## src/rtl/mem_arb_pkg.sv

```systemverilog
// Shared types and constants for the unified memory port arbiter.
package mem_arb_pkg;

    typedef enum logic [1:0] {
        IDLE   = 2'd0,
        ACCESS = 2'd1,
        WAIT   = 2'd2,
        RESP   = 2'd3
    } arb_state_e;

    localparam logic PORT_CPU = 1'b0;
    localparam logic PORT_LDR = 1'b1;

endpackage

```

## src/rtl/mem_arb_sel.sv

```systemverilog
// Grant selector for the memory port: holds the last-grant flop.
// MEM_ARB_RR_EN selects round-robin on ties; otherwise the CPU always wins ties.
module mem_arb_sel
    import mem_arb_pkg::*;
(
    input  logic clk,
    input  logic rst,
    input  logic cpu_req,
    input  logic ldr_req,
    input  logic take,
    output logic gnt
);

    logic last_gnt_q, last_gnt_d;

    // With no request the grant is irrelevant, so the last grant is reused.
    always_comb begin
        gnt = last_gnt_q;
        if (cpu_req && ldr_req) begin
`ifdef MEM_ARB_RR_EN
            gnt = (last_gnt_q == PORT_CPU) ? PORT_LDR : PORT_CPU;
`else
            gnt = PORT_CPU;
`endif
        end else if (cpu_req) begin
            gnt = PORT_CPU;
        end else if (ldr_req) begin
            gnt = PORT_LDR;
        end
    end

    always_comb begin
        last_gnt_d = take ? gnt : last_gnt_q;
    end

    always_ff @(posedge clk or posedge rst) begin
        if (rst) begin
            last_gnt_q <= PORT_LDR;
        end else begin
            last_gnt_q <= last_gnt_d;
        end
    end

endmodule

```

## src/rtl/mem_port_arbiter.sv

```systemverilog
// Arbiter/sequencer for the multicycle MIPS core's single memory port (CPU + loader).
// Define MEM_ARB_RR_EN for round-robin arbitration; default is fixed CPU priority.
module mem_port_arbiter
    import mem_arb_pkg::*;
#(
    parameter int AW      = 32,
    parameter int DW      = 32,
    parameter int MEM_LAT = 2
) (
    input  logic          Clk,
    input  logic          reset,
    input  logic          cpu_req,
    input  logic          cpu_we,
    input  logic [AW-1:0] cpu_addr,
    input  logic [DW-1:0] cpu_wdata,
    output logic          cpu_ack,
    output logic          cpu_stall,
    input  logic          ldr_req,
    input  logic          ldr_we,
    input  logic [AW-1:0] ldr_addr,
    input  logic [DW-1:0] ldr_wdata,
    output logic          ldr_ack,
    output logic [DW-1:0] rd_data,
    output logic          mem_en,
    output logic          mem_we,
    output logic [AW-1:0] mem_addr,
    output logic [DW-1:0] mem_wdata,
    input  logic [DW-1:0] mem_rdata
);

    localparam logic [3:0] LAT_LOAD = 4'(MEM_LAT);

    arb_state_e    state_q, state_d;
    logic          gnt_q, gnt_d;
    logic [AW-1:0] addr_q, addr_d;
    logic [DW-1:0] wdata_q, wdata_d;
    logic [3:0]    cnt_q, cnt_d;
    logic [DW-1:0] rd_data_q, rd_data_d;
    logic          cpu_ack_q, cpu_ack_d;
    logic          ldr_ack_q, ldr_ack_d;
    logic          mem_en_q, mem_en_d;
    logic          mem_we_q, mem_we_d;
    logic          sel_gnt;
    logic          take;

    mem_arb_sel u_sel (
        .clk     (Clk),
        .rst     (reset),
        .cpu_req (cpu_req),
        .ldr_req (ldr_req),
        .take    (take),
        .gnt     (sel_gnt)
    );

    // Strobe and acks are computed one state early so they are registered outputs.
    always_comb begin
        state_d   = state_q;
        gnt_d     = gnt_q;
        addr_d    = addr_q;
        wdata_d   = wdata_q;
        cnt_d     = cnt_q;
        rd_data_d = rd_data_q;
        cpu_ack_d = 1'b0;
        ldr_ack_d = 1'b0;
        mem_en_d  = 1'b0;
        mem_we_d  = 1'b0;
        take      = 1'b0;
        case (state_q)
            IDLE: begin
                if (cpu_req || ldr_req) begin
                    take     = 1'b1;
                    gnt_d    = sel_gnt;
                    mem_en_d = 1'b1;
                    state_d  = ACCESS;
                    if (sel_gnt == PORT_LDR) begin
                        addr_d   = ldr_addr;
                        wdata_d  = ldr_wdata;
                        mem_we_d = ldr_we;
                    end else begin
                        addr_d   = cpu_addr;
                        wdata_d  = cpu_wdata;
                        mem_we_d = cpu_we;
                    end
                end
            end
            ACCESS: begin
                cnt_d   = LAT_LOAD;
                state_d = WAIT;
            end
            WAIT: begin
                cnt_d = cnt_q - 4'd1;
                if (cnt_q == 4'd1) begin
                    rd_data_d = mem_rdata;
                    cpu_ack_d = (gnt_q == PORT_CPU);
                    ldr_ack_d = (gnt_q == PORT_LDR);
                    state_d   = RESP;
                end
            end
            RESP: begin
                state_d = IDLE;
            end
            default: begin
                state_d = IDLE;
            end
        endcase
    end

    always_ff @(posedge Clk or posedge reset) begin
        if (reset) begin
            state_q   <= IDLE;
            gnt_q     <= PORT_CPU;
            addr_q    <= '0;
            wdata_q   <= '0;
            cnt_q     <= '0;
            rd_data_q <= '0;
            cpu_ack_q <= 1'b0;
            ldr_ack_q <= 1'b0;
            mem_en_q  <= 1'b0;
            mem_we_q  <= 1'b0;
        end else begin
            state_q   <= state_d;
            gnt_q     <= gnt_d;
            addr_q    <= addr_d;
            wdata_q   <= wdata_d;
            cnt_q     <= cnt_d;
            rd_data_q <= rd_data_d;
            cpu_ack_q <= cpu_ack_d;
            ldr_ack_q <= ldr_ack_d;
            mem_en_q  <= mem_en_d;
            mem_we_q  <= mem_we_d;
        end
    end

    assign cpu_ack   = cpu_ack_q;
    assign ldr_ack   = ldr_ack_q;
    assign cpu_stall = cpu_req & ~cpu_ack_q;
    assign rd_data   = rd_data_q;
    assign mem_en    = mem_en_q;
    assign mem_we    = mem_we_q;
    assign mem_addr  = addr_q;
    assign mem_wdata = wdata_q;

endmodule

```

## config.mk

```make
export PLATFORM = sky130hd
export DESIGN_NAME = mem_port_arbiter
export DESIGN_NICKNAME = d
export VERILOG_FILES = /design/src/rtl/mem_arb_pkg.sv /design/src/rtl/mem_arb_sel.sv /design/src/rtl/mem_port_arbiter.sv
export SDC_FILE = /design/constraint.sdc
export NUM_CORES = 1
export LEC_CHECK = 0
export CORE_ASPECT_RATIO = 0.9
export CORE_MARGIN = 4
export CORE_UTILIZATION = 35
export DETAILED_ROUTE_END_ITERATION = 10
export PLACE_DENSITY = 0.83
export SYNTH_ARGS = -nofsm -noshare
export SYNTH_HDL_FRONTEND = slang
export SYNTH_HIERARCHICAL = 1
export SYNTH_SLANG_ARGS = --single-unit
```

## constraint.sdc

```tcl
create_clock -name Clk -period 3.34 [get_ports Clk]
set_input_delay 0.334 -clock Clk [delete_from_list [all_inputs] [get_ports Clk]]
set_output_delay 0.334 -clock Clk [all_outputs]
set_load 0.01 [all_outputs]
```

==> reports/results.tsv <==
stage	metric	value	unit
setup_path	reg2reg start	cnt_q[1]	
timing	Slew headroom	0.5591	
place	routability congestion estimate	0.7737	
clock_tree	clk buf depth	2	
timing	Fmax	0.4963	GHz
timing	setup tns final	0	ns
global_route	largest net degree at the start of global routing	79	
synthesis	xor-xnor portion of the synthesized cell area	0	
timing	RSZ-0062 raised after global routing	false	
synthesis	Syn Nets	568	
synthesis	cell count after synthesis	398	
global_route	initial antenna violation count	0	
finish	final instance area	0.007899	mm²
synthesis	sequential share of the synthesized area	0.5585	
drt	post-DR wirelength/cell	16.60	µm
setup_path	crit-path max cell delay	0.62	ns
pwr	PD cells	795.7	mW/mm²
pwr	Pleak	3.456	nW
status	run status	complete, no violations	
synthesis	post-synthesis cell type count	28	
setup_path	r2r endpoint	rd_data[3]	
clock_tree	post_cts resized	0	
pwr	overall power	6.285	mW
timing	Final period util	0.6032	
clock_tree	# H-tree levels	3	
synthesis	#FFs+latches synth	108	
synthesis	Synth area leader	dfrtp_1	
setup_path	crit start category	input port	
global_route	vias in the first global route	4163	
finish	fillers	1059	
synthesis	mux share of post-synthesis cell area	0.2380	
synthesis	Synth async-reset ratio	1.000	
pwr	maximum vdd drop	427.8	µV
synthesis	largest family of logic cells by synthesized area	multiplexers	
synthesis	Synth Area in Compound Gates	0.07883	
synthesis	top-count cell post-synth	dfrtp_1	
drt	Routed WL	13710	µm
synthesis	Commonest cells post-synth	dfrtp_1 (107), mux2i_1 (66), nand2_1 (65), o21ai_0 (65), mux2_4 (29)	
floorplanning	die height	119.6	µm
drt	DR vias	3908	
timing	final setup fails	0	
timing	min Tclk post-route	2.015	ns
min_path	HP Class	in -> async	
setup_path	Crit Path Max Fanout	5	
synthesis	area share of the largest cell type after synthesis	0.5531	
drt	Routed Antenna Nets	0	
floorplanning	number of placed I/O pins	267	
finish	post-layout net count	823	
drt	drt pass-1 iters	4	
global_route	Overflow after GRT	0	
drt	WL met3	1330	µm
timing	Slew @ Worst Pin	0.6614	ns
setup_path	CP required	3.01	ns
setup_path	delay-heaviest family, CP	buffers and inverters	
floorplanning	row cnt	40	
drt	met2 WL	6892	µm
setup_path	path depth of the worst reg2reg path	5	
clock_tree	CTS tree	built	
place	Placed Instance Area	0.007594	mm²
synthesis	Mapped Area	0.004841	mm²
timing	Max Clock Skew	0.006300	ns
flow_run	max_cap viols	0	
timing	final hold vios	0	
setup_path	CP arrival	1.68	ns
setup_path	Crit-path slowest cell	clkdlybuf4s50_1	
clock_tree	post-CTS setup repair buffer count	0	
floorplanning	die area	0.01578	mm²
floorplanning	total core area	0.01346	mm²
setup_path	kind of critical path	in -> out	
place	Port Buf Inserts	266	
clock_tree	root buffer cell	clkbuf_16	
drt	1st-iter DRT viols	163	
setup_path	Worst Setup End Kind	output port	
setup_path	R2R setup slack	1.37	ns
drt	number of vias per cell	4.731	
synthesis	Ys Warns	6	
clock_tree	Reg clk slew, reported paths	0.07	ns
clock_tree	Clk Latency, worst-skew pair	0.35	ns
finish	share of cells above drive strength 1	0.09119	
clock_tree	Hold-fix buffers, CTS	0	
floorplanning	Die X	132.0	µm
finish	n_diodes	0	
timing	Final Slew Violations	0	
drt	M1 WL	5273	µm
global_route	first-pass GRT wire length	21600	µm
global_route	total track usage	0.1714	
setup_path	Worst path most repeated cell	clkdlybuf4s50_1	
synthesis	Adder-Cell Fraction of Synth Area	0.01034	
setup_path	Worst Path Buf+Inv	2	
timing	setup ws final	1.325	ns
synthesis	Post-synth top flop	dfrtp_1	
place	worst slack, placed	1.205	ns
synthesis	mean area per synthesized cell	12.16	µm²
setup_path	Cell Chain, Critical Path	clkdlybuf4s50_1 -> nor2b_1 -> clkdlybuf4s50_1	
floorplanning	starting density of the core	0.3596	
finish	area grow syn2layout	63.17	%
clock_tree	TritonCTS buffer count	9	
drt	top sig layer	met4	
synthesis	largest cells by area after synthesis	dfrtp_1 (55%), mux2i_1 (14%), mux2_4 (9.0%), o21ai_0 (6.7%), nand2_1 (5.0%)	
synthesis	number of synthesized flops with an enable pin	0	
synthesis	simple-gate share of the synthesized area	0.06746	
clock_tree	CTS sink cnt	108	
drt	DR DRC count	0	
place	DP Wirelength	10770	µm
==> cell usage in the layout, fill, tap and decap left out, types with 2 or more instances in the layout <==
master / n
clkdlybuf4s50_1: 266
dfrtp_1: 107
mux2i_1: 66
nand2_1: 65
o21ai_0: 65
mux2_4: 29
clkbuf_16: 9
inv_1: 7
mux2_2: 5
nor2_1: 4
ha_1: 4
nand2b_1: 2
nor2b_1: 2
clkinv_8: 2
inv_8: 2
buf_4: 2
buf_12: 2
a21oi_1: 2
==> worst register-to-register path, cell delays in order (launching register included) <==
cell	delay, ns
dfrtp_1	0.40
inv_1	0.09
ha_1	0.13
nor3b_2	0.24
and2_4	0.57
mux2_2	0.43
==> how the worst max path moves through the flow <==
stage / startpoint / endpoint / slack (ns) / cells past startpoint
floorplan: reset / cnt_q[0] / 0.19 / 1
global placement: ldr_req / mem_wdata[23] / 1.30 / 6
detailed placement: cpu_req / mem_addr[13] / 1.20 / 4
CTS: cpu_req / cpu_stall / 1.31 / 3
global route: cnt_q[1] / rd_data[4] / 1.26 / 5
finish: cpu_req / cpu_stall / 1.33 / 3
==> metrics by stage <==
step | hold WS (ns) | utilization | instances
global route | 0.3760 | 0.5867 | 826
global placement | 0.4210 | 0.5640 | 810
floorplan | 0.2237 | - | 398
finish | 0.3651 | 0.5867 | 826
CTS | 0.3548 | 0.5867 | 826
detailed placement | 0.4325 | 0.5640 | 810
==> report_power, final <==
part / switching (mW) / total, mW / internal [mW]
logic: 1.26 / 2.96 / 1.70
registers: 0.349 / 2.28 / 1.93
clock network: 0.516 / 1.05 / 0.533
total: 2.13 / 6.29 / 4.16
==> flip-flops by register name, summed over array words and instances, names as in the netlist <==
name / flops
cnt_q: 4
cpu_ack: 1
gnt_q: 1
ldr_ack: 1
mem_addr: 32
mem_en: 1
mem_wdata: 32
mem_we: 1
rd_data: 32
state_q: 2
u_sel/last_gnt_q: 1
==> per-layer routing <==
metal,up-vias,track usage
met4,0,0.04724
li1,1881,-
met1,1834,0.1931
met2,171,0.2990
met5,-,0
met3,22,0.07209
==> cell type report <==
type / instances / area (µm²) / area share
multi-input combinational: 256 / 1929 / 0.2443
tap: 168 / 210.2 / 0.02661
timing repair buffer: 270 / 2718 / 0.3441
sequential: 108 / 2704 / 0.3423
clock buffer: 9 / 225.2 / 0.02851
clock inverter: 7 / 80.08 / 0.01014
inverter: 8 / 32.53 / 0.004118
==> logic make-up after synthesis <==
logic type,count (synthesis)
AO/OA/AOI/OAI,73
multiplexers,100
buffers and inverters,34
AND/OR/NAND/NOR,79
adder cells (fa/ha/maj),4
flip-flops,108
No activity file was read; power rests on OpenSTA's default activity.
==> RTL edit: new RTL, same flow settings <==
Build with the macro `MEM_ARB_RR_EN` defined.
--- a/src/rtl/mem_arb_sel.sv
+++ b/src/rtl/mem_arb_sel.sv
@@ -1,5 +1,7 @@
 // Grant selector for the memory port: holds the last-grant flop.
 // MEM_ARB_RR_EN selects round-robin on ties; otherwise the CPU always wins ties.
+`define MEM_ARB_RR_EN
+
 module mem_arb_sel
     import mem_arb_pkg::*;
 (
Formal check against the unedited RTL: not equivalent (Yosys sat finds a counterexample within 10 cycles, from zero or initial values and one cycle with reset high).
==> RTL edit against the original RTL <==
- non-clock buffer count rose by 1
- largest power group unchanged
- via count barely moved
- total power rose by 5.1%
- wire length rose by 2.1%
- cell count rose by 0.12%
- design area rose by 0.73%
- sequential cell count did not move
- first-iteration DRC count rose by 9.2%
- critical path depth did not move
- synthesized area rose by 0.16%
- worst setup slack got worse by 0.0077 ns
- critical endpoint unchanged
==> RTL edit: results (changes against the original RTL) <==
- finished clean — result of the run
- 22.1 mm — wire length of the first global-routing pass, +2.3%
- 0.792 — placer's final routability congestion estimate, +2.4%
- 19.0% — met1 track demand over resource, -0.33 points
- 0.00742 ns — clock skew, +0.00112 ns
- 0.703 ns — slew of the pin with the lowest slew margin, +0.0421 ns
- 4.72 — per-cell via count in the routed design, -0.17%
- 0 — post-CTS resize count, unchanged
- 100% — ys async rst share, unchanged
- 69 — pin count of the biggest net entering global routing, -13%
- 1.37 ns — slack of the worst reg-to-reg path, about the same
- sky130_fd_sc_hd__dfrtp_1 (107), sky130_fd_sc_hd__mux2i_1 (67), sky130_fd_sc_hd__nand2_1 (65), sky130_fd_sc_hd__o21ai_0 (65), sky130_fd_sc_hd__mux2_4 (29) — most frequent cells after synthesis
- 7600 µm² — placed cell area, about the same
- 55.8% — Seq/Total Area, Yosys, -0.086 points
- 6.50% — GR met3 Demand/Resource, -0.71 points
- 1940 µm² — area taken by multi-input logic gates, +0.45%
- rd_data[4] — endpoint of the most critical register-to-register path
- 0.369 ns — worst hold slack, +0.00397 ns
- 178 — drt initial violations, +9.2%
- 16.9 µm — wire length per cell after detailed routing, +2.0%
- 827 — number of non-filler instances in the completed layout, +0.12%
- 7.34 mm — routed length on met2, +6.5%
- 5.32 mm — wire length on met1, +0.91%
- 1067 — Filler Cell Count, +0.76%
- 811 — placed cell count, +0.12%
- sky130_fd_sc_hd__dfrtp_1 (55%), sky130_fd_sc_hd__mux2i_1 (14%), sky130_fd_sc_hd__mux2_4 (9.0%) — Synth area leaders
- 1.01 ns — Placement Setup Slack, -0.199 ns
- 0.64 ns — delay of the slowest cell on the worst path, +0.02 ns
- 1.08 mm — met3 layer wire length in the routed design, -19%
- 32.3% — met2 track demand over resource, +2.4 points
- 0.371 mV — worst vdd rail ir drop, -13%
- 17.6% — GR Util All Layers, +0.46 points
-- RTL edit: cell count changes after synthesis --
cell	change
sky130_fd_sc_hd__a21oi_1	-1
sky130_fd_sc_hd__a31oi_1	+1
sky130_fd_sc_hd__inv_1	+1
sky130_fd_sc_hd__mux2i_1	+1
sky130_fd_sc_hd__nor2_1	-2
-- RTL edit: worst max path at each step --
stage,endpoint,slack (ns),cells after the start
after global placement,mem_addr[21],1.11,6
final,cpu_stall,1.32,3
after CTS,cpu_stall,1.31,3
after detailed placement,mem_addr[19],1.01,6
after floorplan,cnt_q[0],0.19,1
after global routing,cpu_stall,1.24,3
-- RTL edit: logic make-up after synthesis --
| logic type | synth area share [%] |
|---|---|
| multiplexers | 24.0 |
| adder cells (fa/ha/maj) | 1.03 |
| buffers and inverters | 4.75 |
| flip-flops | 55.8 |
| AND/OR/NAND/NOR | 6.58 |
| AO/OA/AOI/OAI | 7.90 |
-- RTL edit: power breakdown --
| group | internal [mW] | total (mW) | switching, mW |
|---|---|---|---|
| clock | 0.761 | 1.25 | 0.486 |
| sequential | 1.93 | 2.27 | 0.345 |
| combinational | 1.77 | 3.09 | 1.32 |
-- RTL edit: worst reg2reg max path, stage by stage (launching register included) --
cell,delay (ns)
sky130_fd_sc_hd__dfrtp_1,0.39
sky130_fd_sc_hd__inv_1,0.09
sky130_fd_sc_hd__ha_1,0.14
sky130_fd_sc_hd__nor3b_2,0.23
sky130_fd_sc_hd__and2_4,0.59
sky130_fd_sc_hd__mux2_2,0.42
-- RTL edit: layout make-up --
type | instances | area share, %
clock buffers | 10 | 3.00
clock inverters | 6 | 1.46
inverters | 9 | 0.456
multi-input cells | 255 | 24.4
flip-flops and latches | 108 | 34.0
well taps | 168 | 2.64
repair buffers | 271 | 34.1
